<file path="src/rtl/match_round_ctrl.sv">
// match_round_ctrl: round controller for the 4-square colour-matching game.
//   Synchronises and debounces the player button, then sequences a round:
//   pick first tile, pick second tile, show the hit or miss for a fixed time,
//   and finally show the win screen. Tracks solved tiles, attempts and win.
//
// Ports
//   clk         system clock, rising edge
//   rst_n       asynchronous active-low reset
//   btn_raw     raw player button, 1 = pressed (asynchronous to clk)
//   tile_sel    tile under the cursor, sampled on an accepted press
//   step        current state: 0 idle, 1 pick1, 2 pick2, 3 hit, 4 miss, 6 win
//   reveal      per-tile show-colour mask for the display datapath
//   matched     per-tile solved mask
//   first_tile  tile latched by the first pick
//   attempts    completed second picks, saturating
//   busy        high while a hit or miss is being displayed
//   win         high in the win state
module match_round_ctrl #(
    parameter int unsigned DB_CYCLES     = 50000,
    parameter int unsigned REVEAL_CYCLES = 25000000,
    parameter int unsigned ATTEMPT_W     = 8
) (
    input  logic                 clk,
    input  logic                 rst_n,
    input  logic                 btn_raw,
    input  logic [1:0]           tile_sel,
    output logic [2:0]           step,
    output logic [3:0]           reveal,
    output logic [3:0]           matched,
    output logic [1:0]           first_tile,
    output logic [ATTEMPT_W-1:0] attempts,
    output logic                 busy,
    output logic                 win
);

    localparam int unsigned DB_W  = (DB_CYCLES > 1) ? $clog2(DB_CYCLES) : 1;
    localparam int unsigned TMR_W = (REVEAL_CYCLES > 1) ? $clog2(REVEAL_CYCLES) : 1;

    localparam logic [DB_W-1:0]      DB_LAST  = DB_W'(DB_CYCLES - 1);
    localparam logic [TMR_W-1:0]     TMR_LOAD = TMR_W'(REVEAL_CYCLES - 1);
    localparam logic [ATTEMPT_W-1:0] ATT_MAX  = {ATTEMPT_W{1'b1}};

    typedef enum logic [2:0] {
        ST_IDLE  = 3'd0,
        ST_PICK1 = 3'd1,
        ST_PICK2 = 3'd2,
        ST_HIT   = 3'd3,
        ST_MISS  = 3'd4,
        ST_WIN   = 3'd6
    } state_t;

    // ------------------------------------------------------------------
    // Button path: 2-FF synchroniser, level debouncer, rising-edge pulse
    // ------------------------------------------------------------------
    logic            sync1;
    logic            sync2;
    logic            btn_state;
    logic            btn_prev;
    logic [DB_W-1:0] db_cnt;
    logic            press;

    always_ff @(posedge clk or negedge rst_n) begin
        if (!rst_n) begin
            sync1     <= 1'b0;
            sync2     <= 1'b0;
            btn_state <= 1'b0;
            btn_prev  <= 1'b0;
            db_cnt    <= '0;
        end else begin
            sync1    <= btn_raw;
            sync2    <= sync1;
            btn_prev <= btn_state;
            // Counter only runs while the synced level disagrees with btn_state;
            // any return to agreement restarts the qualification window.
            if (sync2 != btn_state) begin
                if (db_cnt == DB_LAST) begin
                    btn_state <= sync2;
                    db_cnt    <= '0;
                end else begin
                    db_cnt <= db_cnt + DB_W'(1);
                end
            end else begin
                db_cnt <= '0;
            end
        end
    end

    // Both operands are flops, so press is a clean one-cycle pulse.
    assign press = btn_state & ~btn_prev;

    // ------------------------------------------------------------------
    // Round FSM: next-state / next-output logic
    // ------------------------------------------------------------------
    state_t                state;
    state_t                state_nxt;
    logic [3:0]            reveal_nxt;
    logic [3:0]            matched_nxt;
    logic [1:0]            first_nxt;
    logic [ATTEMPT_W-1:0]  attempts_nxt;
    logic [TMR_W-1:0]      timer;
    logic [TMR_W-1:0]      timer_nxt;
    logic                  busy_nxt;
    logic                  win_nxt;
    logic [3:0]            sel_bit;
    logic [3:0]            first_bit;
    logic                  sel_matched;

    assign sel_bit     = 4'b0001 << tile_sel;
    assign first_bit   = 4'b0001 << first_tile;
    assign sel_matched = |(matched & sel_bit);

    always_comb begin
        state_nxt    = state;
        reveal_nxt   = reveal;
        matched_nxt  = matched;
        first_nxt    = first_tile;
        attempts_nxt = attempts;
        timer_nxt    = timer;

        case (state)
            ST_IDLE: begin
                if (press) begin
                    state_nxt    = ST_PICK1;
                    matched_nxt  = 4'h0;
                    reveal_nxt   = 4'h0;
                    attempts_nxt = '0;
                end
            end

            ST_PICK1: begin
                if (press && !sel_matched) begin
                    first_nxt  = tile_sel;
                    reveal_nxt = reveal | sel_bit;
                    state_nxt  = ST_PICK2;
                end
            end

            ST_PICK2: begin
                if (press && (tile_sel != first_tile) && !sel_matched) begin
                    reveal_nxt = reveal | sel_bit;
                    timer_nxt  = TMR_LOAD;
                    if (attempts != ATT_MAX) begin
                        attempts_nxt = attempts + ATTEMPT_W'(1);
                    end
                    // Pairs are 0-3 and 1-2: complementary 2-bit indices.
                    if ((tile_sel ^ first_tile) == 2'b11) begin
                        matched_nxt = matched | sel_bit | first_bit;
                        state_nxt   = ST_HIT;
                    end else begin
                        state_nxt   = ST_MISS;
                    end
                end
            end

            ST_HIT: begin
                if (timer == '0) begin
                    if (matched == 4'hF) begin
                        state_nxt  = ST_WIN;
                        reveal_nxt = 4'hF;
                    end else begin
                        state_nxt  = ST_PICK1;
                    end
                end else begin
                    timer_nxt = timer - TMR_W'(1);
                end
            end

            ST_MISS: begin
                if (timer == '0) begin
                    // Hide the two unmatched picks again.
                    reveal_nxt = matched;
                    state_nxt  = ST_PICK1;
                end else begin
                    timer_nxt = timer - TMR_W'(1);
                end
            end

            ST_WIN: begin
                reveal_nxt = 4'hF;
                if (press) begin
                    state_nxt   = ST_IDLE;
                    matched_nxt = 4'h0;
                    reveal_nxt  = 4'h0;
                end
            end

            default: begin
                state_nxt = ST_IDLE;
            end
        endcase

        busy_nxt = (state_nxt == ST_HIT) || (state_nxt == ST_MISS);
        win_nxt  = (state_nxt == ST_WIN);
    end

    // ------------------------------------------------------------------
    // Round FSM: state and output registers
    // ------------------------------------------------------------------
    always_ff @(posedge clk or negedge rst_n) begin
        if (!rst_n) begin
            state      <= ST_IDLE;
            reveal     <= 4'h0;
            matched    <= 4'h0;
            first_tile <= 2'd0;
            attempts   <= '0;
            timer      <= '0;
            busy       <= 1'b0;
            win        <= 1'b0;
        end else begin
            state      <= state_nxt;
            reveal     <= reveal_nxt;
            matched    <= matched_nxt;
            first_tile <= first_nxt;
            attempts   <= attempts_nxt;
            timer      <= timer_nxt;
            busy       <= busy_nxt;
            win        <= win_nxt;
        end
    end

    assign step = state;

endmodule

</file>
<file path="config.mk">
export PLATFORM = sky130hd
export DESIGN_NAME = match_round_ctrl
export DESIGN_NICKNAME = d
export VERILOG_FILES = /design/src/rtl/match_round_ctrl.sv
export SDC_FILE = /design/constraint.sdc
export NUM_CORES = 1
export LEC_CHECK = 0
export CAP_MARGIN = 0
export CORE_MARGIN = 2
export CORE_UTILIZATION = 50
export CTS_CLUSTER_SIZE = 10
export DETAILED_ROUTE_END_ITERATION = 12
export GPL_TIMING_DRIVEN = 0
export PLACE_DENSITY = 0.7
export RECOVER_POWER = 100
export SYNTH_ARGS = -nofsm -noshare
export SYNTH_HDL_FRONTEND = slang
export SYNTH_SLANG_ARGS = --single-unit
</file>
<file path="constraint.sdc">
create_clock -name clk -period 3.8 [get_ports clk]
set_input_delay 0.57 -clock clk [delete_from_list [all_inputs] [get_ports clk]]
set_output_delay 0.57 -clock clk [all_outputs]
set_load 0.005 [all_outputs]
</file>
==> flow_summary.json, run 1 <==
{
  "r2r-end": "timer[7]$_DFFE_PN0P_",
  "final_nets": 434,
  "ys_ff_latch": 68,
  "path_delay_family": "simple AND/OR/NAND/NOR gates",
  "core.rowCount": 30,
  "h-tree-depth": 3,
  "fin_crit_ps": 3010,
  "crit_required_ps": 4000,
  "hp-class": "reg2reg",
  "reg2reg_depth": 8,
  "first_pass_iters": 5,
  "grt_overflow_total": 0,
  "core_um2": 6870,
  "die_h_um": 88.9,
  "post-cts-setup-buffer-count": 0,
  "grt_max_degree": 69,
  "setup_violations": 0,
  "io_pins": 28,
  "synth_area_leaders": "dfrtp_1 47%, nor2_1 5.8%, xnor2_1 4.4%",
  "area_growth_pct": 15.1,
  "synth_top_flop_cell": "dfrtp_1",
  "hold_depth": 0,
  "p_int_w": 0.00111,
  "synth_fa_ha_area_share_pct": 1.04,
  "min_to": "sync2$_DFF_PN0_",
  "drtIter0Drc": 150,
  "violations": "capacitance limit, slew limit",
  "cp-startpoint": "timer[17]$_DFFE_PN0P_",
  "ctsHoldBuffers": 0,
  "end_kind": "register",
  "synth.largest_area_cell": "dfrtp_1",
  "fillCellCount": 634,
  "synthSimpleGateAreaFrac_pct": 26.5,
  "initial_core_util_pct": 52.5,
  "rrSetupSlack_ps": 790,
  "clk_pin_slew_ps": 80,
  "path_cells": "or4_1 > or4_1 > clkbuf_1 > o21ai_2 > clkbuf_1 > nor2_1 > o21ai_0 > o21ai_0",
  "drv_slew": 69,
  "cts.sinks": 68,
  "insertion_delay_ps": 340,
  "drc": 0,
  "synth-edff-count": 0,
  "drive_gt1_share_pct": 6.96,
  "power.combinational.fraction_pct": 2.2,
  "async_flop_share_pct": 100,
  "cts_buffers": 9,
  "finalWirelength_um": 7640,
  "max_freq_mhz": 332,
  "max-cap-violations": 1,
  "path_max_fanout": 10,
  "r2r_start": "timer[17]$_DFFE_PN0P_",
  "port_buffers": 25,
  "root_buffer": "clkbuf_8",
  "critPathMaxStageDelay_ps": 610,
  "syn_area_per_cell_um2": 9.24,
  "synth.top_cell.area_share_pct": 47.2,
  "total_leakage_power_nw": 1.73,
  "synth_compound_area_share_pct": 13.8,
  "dpl.hpwl_um": 5280,
  "synth_cells": 390,
  "seqPwrFrac_pct": 50.9,
  "rsz0062_at_grt": "no",
  "tightest_slew_ps": 1670,
  "critPathArrivalTime_ps": 3210,
  "cts_buffer_depth": 2,
  "outcome": "complete, but fails checks",
  "ys_warn_count": 0,
  "fp.dieArea_um2": 7900,
  "syn-num-nets": 398,
  "seq_area_frac_synth_pct": 47.2,
  "antenna_found_initial": 0,
  "synth_top_family_by_area": "simple AND/OR/NAND/NOR gates",
  "num_vias": 3011,
  "finalClockSkew_ps": 11.1,
  "yosys.cell_types.count": 52,
  "relSlewSlack_pct": -11.4,
  "powerDensity_nw_per_um2": 345,
  "placed_cell_area_um2": 3970,
  "die_x_um": 88.9,
  "cpMaxStageDelayCell": "or4_1",
  "period_share_pct": 79.2,
  "stdcell_area_um2": 4150,
  "irDropWorstVdd_v": 0.000146,
  "place_inst": 511,
  "cts_tree": "done",
  "sw_frac_of_total_pct": 22.6,
  "syn_area_um2": 3600,
  "grt_pass1_wl_um": 12800,
  "track_usage_pct": 20.7,
  "cts_resized": 0,
  "cp-start-kind": "register",
  "crit_type": "reg2reg",
  "finalHoldViolCount": 0,
  "antenna_cells": 0,
  "worstPathBufferInverterCount": 2,
  "synth_xor_area_share_pct": 8.02,
  "viasPerCell": 5.71,
  "gp_congestion": 0.887,
  "muxShareOfSynthArea_pct": 0.868,
  "p_switching_w": 0.000324,
  "final_antenna_net_count": 0,
  "routedWlPerCell_um": 14.5,
  "grt_pass1_vias": 2766,
  "clkPwrFrac_pct": 46.8,
  "layoutNonFillerInstCount": 527,
  "hp-start": "sync1$_DFF_PN0_"
}
[cell usage in the layout (no fill, tap or decap), types with 10 or more instances in the layout]
cell type      instances
xnor2_1               18
nand2_1               41
o21ai_0               19
nor3_1                14
dlygate4sd3_1         24
nand3_1               10
xor2_1                15
dfrtp_1               68
clkbuf_1              11
nor2_1                58
a21oi_1               21
[synth_stat cells, types with 2 or more instances]
cell type,instances
xnor2_1,18
nor2_1,56
or4_1,7
nand4_1,8
inv_1,7
o211ai_2,4
a21oi_1,21
clkbuf_1,8
buf_2,3
a22oi_1,2
nor3b_1,2
ha_1,3
o31ai_1,5
or4_4,3
buf_6,2
or2_2,4
a2bb2oi_1,4
nand2_1,41
nor4_1,9
nand2b_1,4
nor2_2,2
o21a_1,5
o211ai_1,2
a21o_1,3
mux2i_1,2
and2_1,2
xor2_1,15
dfrtp_1,68
nor4b_1,3
or3_1,8
nor2b_1,4
nand3_1,10
o21ai_0,19
nor3_1,14
and3_1,5
[metal layers]
metal  track usage (%)  vias up  wire length (um)
met5                 0        -                 0
met1              27.7     1469              3540
met3              3.69        8               313
met2              33.6       65              3700
li1                  -     1469                 -
met4              8.26        0                89
[stage by stage]
stage / total power (W) / utilization, % / setup slack, ps / hold WS (ps) / setup TNS [ps]
finish: 0.00143 / 60.4 / 791 / 346 / 0
global route: 0.00148 / 60.4 / 566 / 362 / 0
CTS: 0.00145 / 61.1 / 1040 / 351 / 0
detailed placement: 0.000777 / 57.8 / 859 / 336 / 0
global placement: 0.000777 / 57.9 / -147 / 333 / -9620
floorplan: 0.000757 / - / 1310 / 274 / 0
[state kept, by name, indices dropped and copies added, names as in the netlist, 2 cells and up]
register,cells
timer,25
matched,4
attempts,8
step,3
db_cnt,16
first_tile,2
reveal,4
[kinds of logic after synthesis]
family                     count (synthesis)
and+or+nand+nor                          188
AOI/OAI and AO/OA                         75
DFF                                       68
xor gates and xnor gates                  33
buffers and inverters                     20
muxes                                      3
adders and majority gates                  3
[power by group through the flow]
stage                      logic, W  registers, W  clock network (W)
final                     0.0000321      0.000729           0.000670
after global routing      0.0000383      0.000730           0.000715
after CTS                 0.0000340      0.000729           0.000685
after detailed placement  0.0000342      0.000743                  0
after global placement    0.0000340      0.000743                  0
after floorplan           0.0000146      0.000743                  0
[cell type report]
| cell class | count | area (um2) | area share, % |
|---|---|---|---|
| clock buffer | 9 | 124 | 2.99 |
| clock inverter | 7 | 100 | 2.41 |
| inverter | 7 | 26.3 | 0.633 |
| sequential | 68 | 1700 | 41.0 |
| tap | 96 | 120 | 2.90 |
| buffer | 13 | 51.3 | 1.24 |
| timing repair buffer | 25 | 245 | 5.91 |
| multi-input combinational | 302 | 1780 | 42.9 |
[worst max-delay path by stage]
| stage | cells past startpoint | slack [ps] | to |
|---|---|---|---|
| after CTS | 8 | 1040 | timer[7]$_DFFE_PN0P_ |
| after detailed placement | 8 | 860 | timer[9]$_DFFE_PN0P_ |
| final | 8 | 790 | timer[7]$_DFFE_PN0P_ |
| after global routing | 8 | 570 | timer[7]$_DFFE_PN0P_ |
| after floorplan | 7 | 1310 | win$_DFF_PN0_ |
| after global placement | 1 | -150 | db_cnt[13]$_DFF_PN0_ |
No activity file was read; power rests on OpenSTA's default activity.
==> run 2, diff against run 1 <==
clock period = 2.78 ns   (was 3.8 ns; I/O delays follow)
==> flow_summary.json, run 2 (synthesis gave the netlist of run 1 again) <==
{
  "insertion_delay_ps": 340,
  "num_vias": 2985,
  "initial_core_util_pct": 52.5,
  "clk_pin_slew_ps": 80,
  "finalHoldViolCount": 0,
  "antenna_cells": 0,
  "total_leakage_power_nw": 1.79,
  "core.rowCount": 30,
  "grt_max_degree": 69,
  "fin_crit_ps": 2660,
  "cp-start-kind": "register",
  "layout_commonest_cell": "dfrtp_1",
  "finalClockSkew_ps": 11.7,
  "drtIter0Drc": 189,
  "placed_cell_area_um2": 3970,
  "path_max_fanout": 10,
  "cts_buffer_depth": 2,
  "outcome": "complete, but fails checks",
  "period_share_pct": 95.6,
  "critPathArrivalTime_ps": 2870,
  "reg2reg_depth": 8,
  "crit_required_ps": 2990,
  "max-cap-violations": 1,
  "violations": "capacitance limit, slew limit",
  "critPathMaxStageDelay_ps": 580,
  "grt_pass1_wl_um": 12800,
  "antenna_found_initial": 0,
  "fillCellCount": 621,
  "powerDensity_nw_per_um2": 464,
  "max_freq_mhz": 376,
  "layout_common_cells": "68 x dfrtp_1, 56 x nor2_1, 41 x nand2_1, 24 x dlygate4sd3_1, 21 x a21oi_1",
  "reg_top3": "timer (25), db_cnt (16), attempts (8)",
  "finalWirelength_um": 7620,
  "relSlewSlack_pct": -11.2,
  "min_to": "sync2$_DFF_PN0_",
  "final_nets": 435,
  "area_growth_pct": 16.9,
  "hold_depth": 0,
  "irDropWorstVdd_v": 0.000199,
  "worstPathBufferInverterCount": 2,
  "cts_tree": "done",
  "drc": 0,
  "die_x_um": 88.9,
  "grt_pass1_vias": 2766,
  "cts_buffers": 9,
  "rrSetupSlack_ps": 120,
  "root_buffer": "clkbuf_8",
  "fin_util_pct": 61.3,
  "io_pins": 28,
  "largest_register_ffs": 25,
  "fp.dieArea_um2": 7900,
  "drive_gt1_share_pct": 9.95,
  "grt_overflow_total": 0,
  "ctsHoldBuffers": 0,
  "drv_slew": 69,
  "tightest_slew_ps": 1670,
  "setup_violations": 0,
  "multiInputGateArea_um2": 1820,
  "hp-class": "reg2reg",
  "path_cells": "or4_4 > or4_4 > buf_6 > o21a_2 > buf_6 > o211ai_2 > xor2_1 > nand2_1",
  "gp_congestion": 0.887,
  "crit_type": "reg2reg",
  "routedWlPerCell_um": 14.4,
  "track_usage_pct": 20.7,
  "hp-start": "sync1$_DFF_PN0_",
  "max_flop_register": "timer",
  "cts.sinks": 68,
  "stdcell_area_um2": 4210,
  "r2r-end": "timer[11]$_DFFE_PN0P_",
  "first_pass_iters": 4,
  "r2r_start": "timer[17]$_DFFE_PN0P_",
  "dpl.hpwl_um": 5280,
  "h-tree-depth": 3,
  "ff_latch_area_um2": 1700,
  "die_h_um": 88.9,
  "port_buffers": 25,
  "cpMaxStageDelayCell": "or4_4",
  "path_delay_family": "simple AND/OR/NAND/NOR gates",
  "core_um2": 6870,
  "final_antenna_net_count": 0,
  "end_kind": "register",
  "viasPerCell": 5.65
}
run 2: power breakdown:
group,switching (W),total [W],internal (W)
logic,0.0000330,0.0000437,0.0000107
registers,0.00000305,0.000996,0.000993
clock network,0.000405,0.000914,0.000509
total,0.000441,0.00195,0.00151
run 2: cell type report:
| cell class | instances | share of cell area, % |
|---|---|---|
| well taps | 96 | 2.85 |
| flip-flops and latches | 68 | 40.4 |
| clock inverters | 7 | 2.38 |
| inverters | 7 | 0.624 |
| multi-input cells | 302 | 43.1 |
| clock buffers | 9 | 2.94 |
| repair buffers | 26 | 6.00 |
| plain buffers | 13 | 1.69 |
run 2: timing repair:
action | 4_1_cts | 5_1_grt
resized for setup | 0 | 4
hold endpoints to repair | 0 | 0
endpoints found under the setup margin | 0 | 10
setup buffers | 0 | 1
run 2: per-stage QoR:
stage                     power, W  std cells  TNS (ps)  hold WS [ps]  setup slack, ps
final                      0.00195        528         0           345              123
after global placement     0.00106        511    -68610           333            -1010
after floorplan            0.00104        390         0           121              285
after global routing       0.00203        528     -1.30           362            -1.30
after CTS                  0.00198        527         0           209             20.7
after detailed placement   0.00106        511     -8.16           336            -8.16
run 2: worst max-delay path by stage:
stage	from	endpoint	cells after the start
floorplan	timer[17]$_DFFE_PN0P_	win$_DFF_PN0_	7
CTS	timer[17]$_DFFE_PN0P_	timer[7]$_DFFE_PN0P_	8
finish	timer[17]$_DFFE_PN0P_	timer[11]$_DFFE_PN0P_	8
global placement	rst_n	db_cnt[13]$_DFF_PN0_	1
detailed placement	tile_sel[1]	timer[9]$_DFFE_PN0P_	8
global route	timer[17]$_DFFE_PN0P_	timer[13]$_DFFE_PN0P_	8
run 2: routing by layer:
metal  share of wire [%]  GRT usage (%)
met3                 3.5           3.69
met4                 1.3           8.26
met1                  47           27.7
met2                  48           33.6
met5                   0              0
==> run 3, diff against run 2 <==
CORE_UTILIZATION = 30   (was 50)
PLACE_DENSITY = not set   (was 0.7)
==> flow_summary.json, run 3 (synthesis gave the netlist of run 1 again) <==
{
  "cts_buffers": 9,
  "viasPerCell": 5.14,
  "path_max_fanout": 10,
  "placed_cell_area_um2": 4040,
  "powerDensity_nw_per_um2": 519,
  "core_um2": 11900,
  "met2WireLength_um": 3810,
  "drtIter0Drc": 193,
  "finalHoldViolCount": 0,
  "total_leakage_power_nw": 1.85,
  "sw_frac_of_total_pct": 20.3,
  "routedWlPerCell_um": 13.9,
  "tightest_slew_ps": 1670,
  "rrSetupSlack_ps": 100,
  "die_x_um": 114,
  "hp-start": "sync1$_DFF_PN0_",
  "drc": 0,
  "core.rowCount": 40,
  "irDropWorstVdd_v": 0.000262,
  "fin_setup_tns_ps": 0,
  "r2r-end": "timer[11]$_DFFE_PN0P_",
  "p_switching_w": 0.000462,
  "whs_ps": 353,
  "layout_common_cells": "68 x dfrtp_1, 56 x nor2_1, 41 x nand2_1, 24 x dlygate4sd3_1, 21 x a21oi_1",
  "dpl.hpwl_um": 5470,
  "antenna_found_initial": 0,
  "grt_pass1_wl_um": 14100,
  "layout_commonest_cell": "dfrtp_1",
  "finalWirelength_um": 8030,
  "insertion_delay_ps": 330,
  "path_delay_family": "simple AND/OR/NAND/NOR gates",
  "reg2reg_depth": 8,
  "final_nets": 435,
  "cpMaxStageDelayCell": "or4_4",
  "path_cells": "or4_4 > or4_4 > buf_6 > o21a_2 > buf_6 > o211ai_2 > xor2_1 > nand2_1",
  "root_buffer": "clkbuf_16",
  "finalClockSkew_ps": 8.67,
  "drive_gt1_share_pct": 9.95,
  "p_int_w": 0.00181,
  "track_usage_pct": 13.5,
  "drt-met1-wl_um": 3850,
  "crit_type": "reg2reg",
  "hp-class": "reg2reg",
  "gp_congestion": 0.816,
  "fp.dieArea_um2": 12900,
  "clk_pin_slew_ps": 50,
  "drv_slew": 69,
  "max_freq_mhz": 374,
  "r2r_start": "timer[17]$_DFFE_PN0P_",
  "port_buffers": 25,
  "max_flop_register": "timer",
  "period_share_pct": 96.3,
  "initial_core_util_pct": 30.4,
  "grt_overflow_total": 0,
  "relSlewSlack_pct": -11.4,
  "cts_tree": "done",
  "hold_depth": 0,
  "critPathArrivalTime_ps": 2870,
  "die_h_um": 114,
  "met3_length_um": 233,
  "largest_register_ffs": 25,
  "num_vias": 2977,
  "routed.top_layer": "met4",
  "ctsHoldBuffers": 0,
  "power.combinational.fraction_pct": 2.0,
  "max-cap-violations": 1,
  "first_pass_iters": 4,
  "seqPwrFrac_pct": 43.9,
  "violations": "capacitance limit, slew limit",
  "reg_top3": "timer (25), db_cnt (16), attempts (8)",
  "final_antenna_net_count": 0,
  "area_growth_pct": 21.6,
  "outcome": "complete, but fails checks",
  "io_pins": 28,
  "cts.sinks": 68,
  "end_kind": "register",
  "cp-start-kind": "register",
  "grt_max_degree": 69,
  "worstPathBufferInverterCount": 2,
  "cts_buffer_depth": 2,
  "h-tree-depth": 3,
  "clkPwrFrac_pct": 54.2,
  "critPathMaxStageDelay_ps": 590,
  "antenna_cells": 0,
  "setup_violations": 0,
  "fillCellCount": 1190,
  "fin_crit_ps": 2680,
  "worst-path-stages": 8,
  "stdcell_area_um2": 4380,
  "min_to": "sync2$_DFF_PN0_",
  "grt_pass1_vias": 2924,
  "crit_required_ps": 2970
}
==> run 3: cell count changes in the layout (fill, tap and decap cells not counted) <==
cell	before	now
a2111oi_0	1	0
a2111oi_1	1	2
clkbuf_1	7	8
clkbuf_16	0	9
clkbuf_2	2	1
clkbuf_8	9	1
clkinv_2	0	2
clkinv_4	1	2
clkinvlp_4	3	0
inv_6	1	0
nor3_1	14	13
nor3_2	0	1
==> run 3: per-layer routing <==
layer / GRT usage (%) / up-vias
met4: 6.02 / 0
met1: 18.2 / 1443
met5: 0 / -
li1: - / 1464
met2: 21.2 / 60
met3: 2.39 / 10
==> run 3: area by class of cell <==
class,count,area [um2],share of cell area (%)
timing repair buffer,26,253,5.76
buffer,13,70.1,1.60
clock inverter,6,87.6,2.00
tap,147,184,4.20
clock buffer,10,239,5.45
multi-input combinational,302,1820,41.6
sequential,68,1700,38.8
inverter,7,26.3,0.599
==> run 3: metrics by stage <==
stage	utilization [%]	total power, W	cells	worst slack [ps]
detailed placement	34.0	0.00106	562	-77.1
CTS	36.8	0.00232	578	18.8
floorplan	-	0.00104	390	285
global route	37.0	0.00237	579	-12.1
global placement	34.1	0.00106	562	-1070
finish	37.0	0.00228	579	103
==> run 3: worst max path at each step <==
stage / start / slack [ps] / to
after floorplan: timer[17]$_DFFE_PN0P_ / 290 / win$_DFF_PN0_
after global placement: rst_n / -1070 / timer[11]$_DFFE_PN0P_
after detailed placement: tile_sel[1] / -80 / timer[9]$_DFFE_PN0P_
after CTS: timer[17]$_DFFE_PN0P_ / 20 / timer[7]$_DFFE_PN0P_
after global routing: timer[17]$_DFFE_PN0P_ / -10 / timer[7]$_DFFE_PN0P_
final: timer[17]$_DFFE_PN0P_ / 100 / timer[11]$_DFFE_PN0P_
==> run 3: timing repair <==
item	in CTS	in global routing
setup endpoints to repair	0	11
buffers inserted	0	1
gates resized for setup	0	4
==> run 3: power by group through the flow <==
stage / combinational, W / sequential, W / clock [W]
3_3_place_gp: 0.0000478 / 0.00102 / 0
2_1_floorplan: 0.0000199 / 0.00102 / 0
3_5_place_dp: 0.0000480 / 0.00102 / 0
6_report: 0.0000455 / 0.000998 / 0.00123
5_1_grt: 0.0000540 / 0.000998 / 0.00132
4_1_cts: 0.0000484 / 0.000998 / 0.00127
==> run 3: worst register-to-register path: cells and delay by family (launching register included) <==
family | cells | cell delay [ps]
and+or+nand+nor | 3 | 1190
DFF | 1 | 430
buffers and inverters | 2 | 310
AOI/OAI and AO/OA | 2 | 450
xor gates and xnor gates | 1 | 160
